### src/rtl/axi_pkg.sv
// Shared types for the two-master AXI read arbiter: AR request, R beat and FSM states.
package axi_pkg;

  localparam int unsigned AXI_ID_W    = 13;
  localparam int unsigned AXI_ADDR_W  = 64;
  localparam int unsigned AXI_DATA_W  = 64;
  localparam int unsigned AXI_LEN_W   = 8;
  localparam int unsigned AXI_SIZE_W  = 3;
  localparam int unsigned AXI_BURST_W = 2;
  localparam int unsigned AXI_PROT_W  = 3;
  localparam int unsigned AXI_RESP_W  = 2;

  typedef struct packed {
    logic [AXI_ID_W-1:0]    id;
    logic [AXI_ADDR_W-1:0]  addr;
    logic [AXI_LEN_W-1:0]   len;
    logic [AXI_SIZE_W-1:0]  size;
    logic [AXI_BURST_W-1:0] burst;
    logic [AXI_PROT_W-1:0]  prot;
  } ar_req_t;

  typedef struct packed {
    logic [AXI_ID_W-1:0]   id;
    logic [AXI_DATA_W-1:0] data;
    logic [AXI_RESP_W-1:0] resp;
    logic                  last;
  } r_beat_t;

  typedef enum logic [1:0] {
    IDLE = 2'd0,
    ADDR = 2'd1,
    DATA = 2'd2
  } state_t;

endpackage

### src/rtl/rr_arb2.sv
// Two-way round-robin picker: a lone requester wins, a tie goes to the prio index.
module rr_arb2 (
  input  logic [1:0] i_req,
  input  logic       i_prio,
  output logic       o_gnt_c,
  output logic       o_valid_c
);

  always_comb begin
    o_valid_c = |i_req;
    o_gnt_c   = 1'b0;
    case (i_req)
      2'b01:   o_gnt_c = 1'b0;
      2'b10:   o_gnt_c = 1'b1;
      2'b11:   o_gnt_c = i_prio;
      default: o_gnt_c = 1'b0;
    endcase
  end

endmodule

### src/rtl/axi_rd_arbiter.sv
// Shares one downstream AXI read port between the Icache (m0) and Dcache (m1) refill masters,
// one burst at a time, and flags bursts whose rlast disagrees with arlen.
module axi_rd_arbiter
  import axi_pkg::*;
#(
  parameter int unsigned ID_WIDTH   = AXI_ID_W,
  parameter int unsigned ADDR_WIDTH = AXI_ADDR_W,
  parameter int unsigned DATA_WIDTH = AXI_DATA_W
) (
  input  logic                  clk,
  input  logic                  reset,
  input  logic [ID_WIDTH-1:0]   m0_arid,
  input  logic [ADDR_WIDTH-1:0] m0_araddr,
  input  logic [7:0]            m0_arlen,
  input  logic [2:0]            m0_arsize,
  input  logic [1:0]            m0_arburst,
  input  logic [2:0]            m0_arprot,
  input  logic                  m0_arvalid,
  output logic                  m0_arready,
  output logic [ID_WIDTH-1:0]   m0_rid,
  output logic [DATA_WIDTH-1:0] m0_rdata,
  output logic [1:0]            m0_rresp,
  output logic                  m0_rlast,
  output logic                  m0_rvalid,
  input  logic                  m0_rready,
  input  logic [ID_WIDTH-1:0]   m1_arid,
  input  logic [ADDR_WIDTH-1:0] m1_araddr,
  input  logic [7:0]            m1_arlen,
  input  logic [2:0]            m1_arsize,
  input  logic [1:0]            m1_arburst,
  input  logic [2:0]            m1_arprot,
  input  logic                  m1_arvalid,
  output logic                  m1_arready,
  output logic [ID_WIDTH-1:0]   m1_rid,
  output logic [DATA_WIDTH-1:0] m1_rdata,
  output logic [1:0]            m1_rresp,
  output logic                  m1_rlast,
  output logic                  m1_rvalid,
  input  logic                  m1_rready,
  output logic [ID_WIDTH-1:0]   s_arid,
  output logic [ADDR_WIDTH-1:0] s_araddr,
  output logic [7:0]            s_arlen,
  output logic [2:0]            s_arsize,
  output logic [1:0]            s_arburst,
  output logic [2:0]            s_arprot,
  output logic                  s_arvalid,
  input  logic                  s_arready,
  input  logic [ID_WIDTH-1:0]   s_rid,
  input  logic [DATA_WIDTH-1:0] s_rdata,
  input  logic [1:0]            s_rresp,
  input  logic                  s_rlast,
  input  logic                  s_rvalid,
  output logic                  s_rready,
  output logic                  busy,
  output logic                  grant,
  output logic                  len_err
);

  state_t                 r_state;
  logic                   r_prio;
  logic                   r_grant;
  logic                   r_len_err;
  logic [AXI_LEN_W-1:0]   r_beat_cnt;
  logic                   r_arvalid;
  ar_req_t                r_ar;

  ar_req_t                w_req0;
  ar_req_t                w_req1;
  ar_req_t                w_sel;
  r_beat_t                w_beat;
  r_beat_t                w_beat0;
  r_beat_t                w_beat1;
  logic [1:0]             w_req;
  logic                   w_gnt;
  logic                   w_gnt_vld;
  logic                   w_idle;
  logic                   w_data;
  logic                   w_take;
  logic                   w_mg_rready;
  logic                   w_hs;

  assign w_req = {m1_arvalid, m0_arvalid};

  rr_arb2 u_rr_arb2 (
    .i_req     (w_req),
    .i_prio    (r_prio),
    .o_gnt_c   (w_gnt),
    .o_valid_c (w_gnt_vld)
  );

  // Combinational paths are gated by reset so nothing leaks out while the FSM is being cleared.
  assign w_idle = (r_state == IDLE) && !reset;
  assign w_data = (r_state == DATA) && !reset;
  assign w_take = w_idle && w_gnt_vld;

  assign m0_arready = w_take && !w_gnt;
  assign m1_arready = w_take &&  w_gnt;

  always_comb begin
    w_req0.id    = AXI_ID_W'(m0_arid);
    w_req0.addr  = AXI_ADDR_W'(m0_araddr);
    w_req0.len   = m0_arlen;
    w_req0.size  = m0_arsize;
    w_req0.burst = m0_arburst;
    w_req0.prot  = m0_arprot;
    w_req1.id    = AXI_ID_W'(m1_arid);
    w_req1.addr  = AXI_ADDR_W'(m1_araddr);
    w_req1.len   = m1_arlen;
    w_req1.size  = m1_arsize;
    w_req1.burst = m1_arburst;
    w_req1.prot  = m1_arprot;
    w_sel        = w_gnt ? w_req1 : w_req0;
  end

  // R channel is a zero-latency steer toward the granted master; the other side reads zeros.
  always_comb begin
    w_beat.id   = AXI_ID_W'(s_rid);
    w_beat.data = AXI_DATA_W'(s_rdata);
    w_beat.resp = s_rresp;
    w_beat.last = s_rlast;
    w_beat0     = (w_data && !r_grant) ? w_beat : '0;
    w_beat1     = (w_data &&  r_grant) ? w_beat : '0;
  end

  assign w_mg_rready = r_grant ? m1_rready : m0_rready;
  assign s_rready    = w_data && w_mg_rready;
  assign w_hs        = s_rvalid && s_rready;

  assign m0_rvalid = w_data && !r_grant && s_rvalid;
  assign m0_rid    = ID_WIDTH'(w_beat0.id);
  assign m0_rdata  = DATA_WIDTH'(w_beat0.data);
  assign m0_rresp  = w_beat0.resp;
  assign m0_rlast  = w_beat0.last;

  assign m1_rvalid = w_data && r_grant && s_rvalid;
  assign m1_rid    = ID_WIDTH'(w_beat1.id);
  assign m1_rdata  = DATA_WIDTH'(w_beat1.data);
  assign m1_rresp  = w_beat1.resp;
  assign m1_rlast  = w_beat1.last;

  assign s_arid    = ID_WIDTH'(r_ar.id);
  assign s_araddr  = ADDR_WIDTH'(r_ar.addr);
  assign s_arlen   = r_ar.len;
  assign s_arsize  = r_ar.size;
  assign s_arburst = r_ar.burst;
  assign s_arprot  = r_ar.prot;
  assign s_arvalid = r_arvalid;

  assign busy    = (r_state != IDLE) && !reset;
  assign grant   = r_grant;
  assign len_err = r_len_err;

  // Grant, hold the AR until accepted, then count beats until the rlast handshake.
  always_ff @(posedge clk) begin
    if (reset) begin
      r_state    <= IDLE;
      r_prio     <= 1'b0;
      r_grant    <= 1'b0;
      r_len_err  <= 1'b0;
      r_beat_cnt <= '0;
      r_arvalid  <= 1'b0;
      r_ar       <= '0;
    end else begin
      case (r_state)
        IDLE: begin
          if (w_gnt_vld) begin
            r_ar       <= w_sel;
            r_grant    <= w_gnt;
            r_beat_cnt <= '0;
            r_arvalid  <= 1'b1;
            r_state    <= ADDR;
          end
        end
        ADDR: begin
          if (s_arready) begin
            r_arvalid <= 1'b0;
            r_state   <= DATA;
          end
        end
        DATA: begin
          if (w_hs) begin
            r_beat_cnt <= r_beat_cnt + 8'd1;
            if (s_rlast) begin
              if (r_beat_cnt != r_ar.len) begin
                r_len_err <= 1'b1;
              end
              r_prio  <= ~r_grant;
              r_state <= IDLE;
            end
          end
        end
        default: r_state <= IDLE;
      endcase
    end
  end

endmodule

### config.mk
export PLATFORM = sky130hd
export DESIGN_NAME = axi_rd_arbiter
export DESIGN_NICKNAME = d
export VERILOG_FILES = /design/src/rtl/axi_pkg.sv /design/src/rtl/rr_arb2.sv /design/src/rtl/axi_rd_arbiter.sv
export SDC_FILE = /design/constraint.sdc
export NUM_CORES = 1
export LEC_CHECK = 0
export ABC_CLOCK_PERIOD_IN_PS = 1600
export BUFFER_PORTS_ARGS = -buffer_cell sky130_fd_sc_hd__buf_4
export CAP_MARGIN = 20
export CORE_AREA = 10 10 201 203
export CTS_CLUSTER_DIAMETER = 30
export DETAILED_ROUTE_END_ITERATION = 12
export DIE_AREA = 0 0 211 213
export PLACE_DENSITY = 0.48
export SYNTH_ARGS = -nofsm -noshare
export SYNTH_HDL_FRONTEND = slang
export SYNTH_SLANG_ARGS = --single-unit
### constraint.sdc
create_clock -name clk -period 1.6 [get_ports clk]
set_input_delay 0.32 -clock clk [delete_from_list [all_inputs] [get_ports clk]]
set_output_delay 0.32 -clock clk [all_outputs]
set_load 0.01 [all_outputs]
Yosys cells after proc, flatten, opt, wreduce, memory -nomap -nowiden
Cells that the tools add are included.

Add/subtract/negate cells: 1. $mul: 0. Div/mod/pow operators: 0. Magnitude comparators: 0. Equal/unequal tests: 9. Shifts and indexed selects: 0. Mux-type cells: 16. Bitwise operators: 1. Reductions and logical operators: 26.

Operators by type and width (count): two-way mux 80 bit (2); two-way mux 93 bit (1); two-way mux 8 bit (2); case mux 8 bit (2 select lines) (1); logical AND 1 bit (12); AND reduction 3 bit (3); adder 8 x 1 -> 8 bit (second input constant) (1); two-way mux 2 bit (4); inequality test 2 bit (second input constant) (4); inequality test 8 bit (1); AND reduction 4 bit (2); == test 2 bit (second input constant) (3); case mux 2 bit (3 select lines) (1); nonzero test 2 bit (3); case mux 1 bit (2 select lines) (2); zero test 1 bit (3); two-way mux 1 bit (3); == test 2 x 1 -> 1 bit (second input constant) (1); zero test 2 bit (1); AND reduction 2 bit (1); OR reduction 2 bit (1); NOT 1 bit (1).

Register bits after elaboration: 107. Latch bits: 0. Bits in writable memories: 0. ROM bits: 0. Input bits: 274. Output and inout bits: 262. Logic and storage cells: 65. Memories: 0.

Longest topological paths before layout
Depth in word-level cells: 6. Mapped depth: 7.

By module
A second synthesis with hierarchy kept.

Cells, all modules: 711. Area, all modules: 6012.0 um^2.

By module, submodules not included: axi_rd_arbiter (times used 1, cells an instance 708, area an instance 5994.5 um^2, sequential area each 2142.1 um^2); rr_arb2 (times used 1, cells an instance 3, area an instance 17.5 um^2, sequential area each 0.0 um^2).

Least setup slack after synthesis
No wires, ideal clock.

Path kind: flip-flop to output port. Start: register r_state[1]. End: output m0_rdata[0]. Arrival: 1.384 ns. Required time: 1.280 ns. Slack: -0.104 ns. Stages on the path, launching flop included: 6. Buffers on the path: 2. Cell sequence: dfxtp_1 -> clkbuf_1 -> nand2b_1 -> nor3_2 -> clkbuf_1 -> and2_1.

Word-level cells in the longest chain between the ends: 4.

RTL lines: start: declaration (line axi_rd_arbiter.sv:59) `state_t r_state;`; start signal: assignment (line axi_rd_arbiter.sv:156) `r_state <= IDLE;`; start signal: assignment (line axi_rd_arbiter.sv:171) `r_state <= ADDR;`; start signal: assignment (line axi_rd_arbiter.sv:177) `r_state <= DATA;`; == test 2 bit (line axi_rd_arbiter.sv:93) `assign w_data = (r_state == DATA) && !reset;`; logical AND 1 bit (line axi_rd_arbiter.sv:93); logical AND 1 bit (line axi_rd_arbiter.sv:121) `w_beat0 = (w_data && !r_grant) ? w_beat : '0;`; two-way mux 80 bit (line axi_rd_arbiter.sv:121); end: declaration (line axi_rd_arbiter.sv:21) `output logic [DATA_WIDTH-1:0] m0_rdata,`.

No other way between the ends.

Worst setup path in the final report
Start: register r_state[1]. End: output m1_rdata[33].

Word-level cells in the longest chain between the ends: 4.

RTL lines: == test 2 bit (line axi_rd_arbiter.sv:93); logical AND 1 bit (line axi_rd_arbiter.sv:93); logical AND 1 bit (line axi_rd_arbiter.sv:122) `w_beat1 = (w_data && r_grant) ? w_beat : '0;`; two-way mux 80 bit (line axi_rd_arbiter.sv:122); end: declaration (line axi_rd_arbiter.sv:35) `output logic [DATA_WIDTH-1:0] m1_rdata,`.

No other way between the ends.

==> results_tabular.tex <==
\begin{tabular}{lr}
\hline
Metric & Value \\
\hline
\multicolumn{2}{l}{\textbf{STA}} \\
Slew Viols, Final & 0 \\
Worst-case clock skew & 0.0136 ns \\
Final setup violation count & around 270 \\
Hold Slack & 0.254 ns \\
Worst Slack Setup Final & -0.422 ns \\
Max Freq & 495 MHz \\
Number of hold violations in the final report & 0 \\
Final Critical Period & between 2 and 2.5 ns \\
Setup repair after global routing missed its margin & true \\
Worst slew margin & roughly 58\% \\
Tightest Pin Transition & roughly 0.64 ns \\
Share of the cycle needed by the critical path after routing & 126\% \\
\multicolumn{2}{l}{\textbf{GRT}} \\
Met3 track demand over resource in global routing & 5.53\% \\
Via count of the first global-routing pass & approximately 7,400 \\
First-pass GRT wire length & about 50,000 um \\
Global-route met1 utilization & between 10\% and 20\% \\
Pin count of the biggest net entering global routing & 60 \\
Global route hottest layer & met2 \\
Total gr overflow & 0 \\
M2 GR Usage & around 28\% \\
Global-route usage over all layers & 15.1\% \\
Initial antenna violation count & 11 \\
\multicolumn{2}{l}{\textbf{Die}} \\
Die W & roughly 210 um \\
Starting utilization of the core area & about 16\% \\
DIE HEIGHT & around 210 um \\
Core box area & between 30,000 and 40,000 um2 \\
Standard-cell rows & 70 \\
Num ports & $\sim$540 \\
Die Footprint & 44,900 um2 \\
\multicolumn{2}{l}{\textbf{Logic synthesis}} \\
Yosys cell types & 33 \\
Cells after Synth & roughly 700 \\
FF+latch count, synth & $\sim$110 \\
Nets in the synthesized netlist & 973 \\
Post-synthesis cell area & 5970 um2 \\
Post-synthesis area per instance & 8.56 um2 \\
Post-synth EDFFs & 0 \\
Predominant post-synthesis flop cell & sky130\_fd\_sc\_hd\_\_dfxtp\_1 \\
YS warnings & 0 \\
Share of synthesized registers carrying an async set or reset & 0\% \\
Seq/Total Area, Yosys & 35.9\% \\
\multicolumn{2}{l}{\textbf{Drt}} \\
Number of vias per cell & 4.30 \\
Number of iterations in the first detailed-routing pass & 4 \\
Detailed-route wire length & about 40,000 um \\
ANT nets after route & 0 \\
DRC & 0 \\
DRC violation total after the first TritonRoute iteration & 301 \\
Vias after detailed routing & 7,539 \\
Wire length per cell & around 23 um \\
\multicolumn{2}{l}{\textbf{Critical path}} \\
Data required, critical path & roughly 1.3 ns \\
Critical-path top delay cell & sky130\_fd\_sc\_hd\_\_dfxtp\_4 \\
Worst path bufs/invs & 3 \\
Data arrival time of the critical path & 1.70 ns \\
Startpoint type of the worst setup path & register \\
Top delay family on crit path & buffers and inverters \\
Crit end category & primary output \\
Worst path cell trace & nor3b\_4, buf\_8, buf\_6, and3\_1, buf\_4 \\
R2R setup slack & -0.27 ns \\
CP Class & reg2out \\
Largest driver fanout on the critical path & 8 \\
Slowest Stage Delay on Critical Path & 0.37 ns \\
\multicolumn{2}{l}{\textbf{Placed design}} \\
Weighted congestion reported at the end of routability-driven placement & just under 0.9 \\
HPWL reported at the end of detailed placement & between 20,000 and 30,000 um \\
Cell area after placement & roughly 11,000 um2 \\
Port-buffer cells & between 500 and 600 \\
Setup slack at placement & -0.176 ns \\
\multicolumn{2}{l}{\textbf{Finish}} \\
Final Instance Area & between 10,000 and 15,000 um2 \\
Layout overhead on the synthesized area & 116\% \\
Total area of sequential cells & $\sim$2200 um2 \\
Commonest cells after routing, fill and taps aside & sky130\_fd\_sc\_hd\_\_buf\_4 (514), sky130\_fd\_sc\_hd\_\_dfxtp\_1 (103), sky130\_fd\_sc\_hd\_\_mux2i\_1 (94) \\
Commonest non-fill, non-tap cell in the layout & sky130\_fd\_sc\_hd\_\_buf\_4 \\
Share of post-route cells with drive strength above 1 & about three fifths \\
Multi-input gate area in the final layout & 3960 um2 \\
Net count, final & $\sim$1,600 \\
Count of filler cells inserted in the layout & roughly 3,700 \\
\multicolumn{2}{l}{\textbf{Clock tree}} \\
Root Buffer Master & sky130\_fd\_sc\_hd\_\_clkbuf\_16 \\
Insertion delay of the later-clocked pin in the worst-skew pair & about 0.35 ns \\
Clock tree from TritonCTS & yes \\
Clock input transition at the sequential cells of the worst setup and hold paths & approximately 0.070 ns \\
Number of buffers between clock root and the deepest sink & 2 \\
Number of sinks handled by clock tree synthesis & 107 \\
TritonCTS buffer count & 9 \\
Number of H-tree branching levels & 3 \\
\multicolumn{2}{l}{\textbf{Pwr}} \\
PwrDens & a little under 700 nW/um2 \\
Static leakage power & 6.55 nW \\
Worst voltage drop across the vdd grid & about 0.53 mV \\
\multicolumn{2}{l}{\textbf{Worst hold path}} \\
Worst Hold Class & in2reg \\
\multicolumn{2}{l}{\textbf{Job}} \\
Max-Cap Viols & 0 \\
\multicolumn{2}{l}{\textbf{Run status}} \\
Status & complete, but fails checks \\
Violated checks & setup timing \\
\hline
\end{tabular}
worst reg2reg max path: stages, from the launching register on:
cell                        delay, ns
sky130_fd_sc_hd__dfxtp_4         0.36
sky130_fd_sc_hd__buf_4           0.13
sky130_fd_sc_hd__buf_6           0.11
sky130_fd_sc_hd__nor2_4          0.16
sky130_fd_sc_hd__buf_6           0.13
sky130_fd_sc_hd__and2_4          0.24
sky130_fd_sc_hd__buf_6           0.14
sky130_fd_sc_hd__clkbuf_16       0.14
sky130_fd_sc_hd__buf_8           0.11
sky130_fd_sc_hd__clkbuf_16       0.15
sky130_fd_sc_hd__a211oi_1        0.07
cell type report:
| class | instances | area share, % |
|---|---|---|
| sequential | 107 | 16.7 |
| inverter | 2 | 0.0581 |
| multi-input combinational | 515 | 30.7 |
| antenna | 8 | 0.155 |
| clock inverter | 3 | 0.329 |
| tap | 468 | 4.53 |
| clock buffer | 10 | 1.77 |
| timing repair buffer | 642 | 45.8 |
logic make-up after synthesis:
logic type / count (synthesis) / share of synthesized area, %
AO/OA/AOI/OAI: 112 / 13.8
XOR/XNOR: 8 / 1.17
adder cells (fa/ha/maj): 1 / 0.209
buffers and inverters: 76 / 5.55
flip-flops: 107 / 35.9
multiplexers: 96 / 16.1
AND/OR/NAND/NOR: 298 / 27.3
metal layers:
| layer | vias to the layer above | wire length (um) | part of all wire [%] |
|---|---|---|---|
| met3 | 44 | 3210 | 7.9 |
| met5 | - | 8 | 0.020 |
| met4 | 2 | 1080 | 2.7 |
| met1 | 3491 | 15000 | 37 |
| li1 | 3652 | - | - |
| met2 | 350 | 21200 | 52 |
power by group:
| part | internal (W) | switching (W) | total (W) | leakage (nW) |
|---|---|---|---|---|
| sequential | 0.00297 | 0.000202 | 0.00318 | 0.889 |
| clock | 0.00119 | 0.00100 | 0.00219 | 0.130 |
| combinational | 0.00185 | 0.00152 | 0.00338 | 5.53 |
| total | 0.00601 | 0.00273 | 0.00874 | 6.55 |
path summary, 6_finish.rpt:
check | startpoint | end | cells past startpoint
hold reg to reg | len_err | len_err | 2
hold / removal | s_arready | r_state[0] | 3
setup / recovery | r_state[1] | m1_rdata[33] | 5
setup reg to reg | r_state[1] | s_araddr[34] | 10
sequential cells by signal, summed over array words and instances, names as in the netlist:
| name | cells |
|---|---|
| r_state | 2 |
| s_arprot | 3 |
| s_arlen | 8 |
| r_prio | 1 |
| s_arsize | 3 |
| s_arvalid | 1 |
| s_araddr | 64 |
| r_beat_cnt | 8 |
| s_arid | 13 |
| grant | 1 |
| s_arburst | 2 |
| len_err | 1 |
synth_stat cells, drive strengths merged, types with 3 or more instances:
master | n | area, um2
a211oi | 95 | 713
a21oi | 7 | 35.0
a31oi | 3 | 18.8
and2 | 83 | 519
and3 | 85 | 532
buf | 27 | 148
clkbuf | 47 | 176
dfxtp | 107 | 2140
mux2i | 94 | 941
nand2 | 7 | 26.3
nand3 | 4 | 20.0
nand3b | 5 | 37.5
nand4 | 4 | 25.0
nor2 | 98 | 368
xnor2 | 8 | 70.1
per-stage QoR:
stage                     total power, W  std cells  util, %  TNS, ns
after floorplan                  0.00428        698        -        0
after global placement           0.00584       1671     29.6   -36.81
after detailed placement         0.00585       1671     29.6   -30.92
after CTS                        0.00821       1708     31.7   -64.17
after global routing             0.00922       1753     35.6   -96.42
final                            0.00874       1755     35.6   -73.59
timing repair:
item / CTS / global route
setup endpoints to repair: 267 / 269
hold buffers: 0 / 0
resized for setup: 49 / 173
cloned: 9 / 29
buffers inserted: 15 / 10
hold endpoints to repair: 0 / 0
pin swaps: 16 / 69
Power figures use the tool's default switching activity.
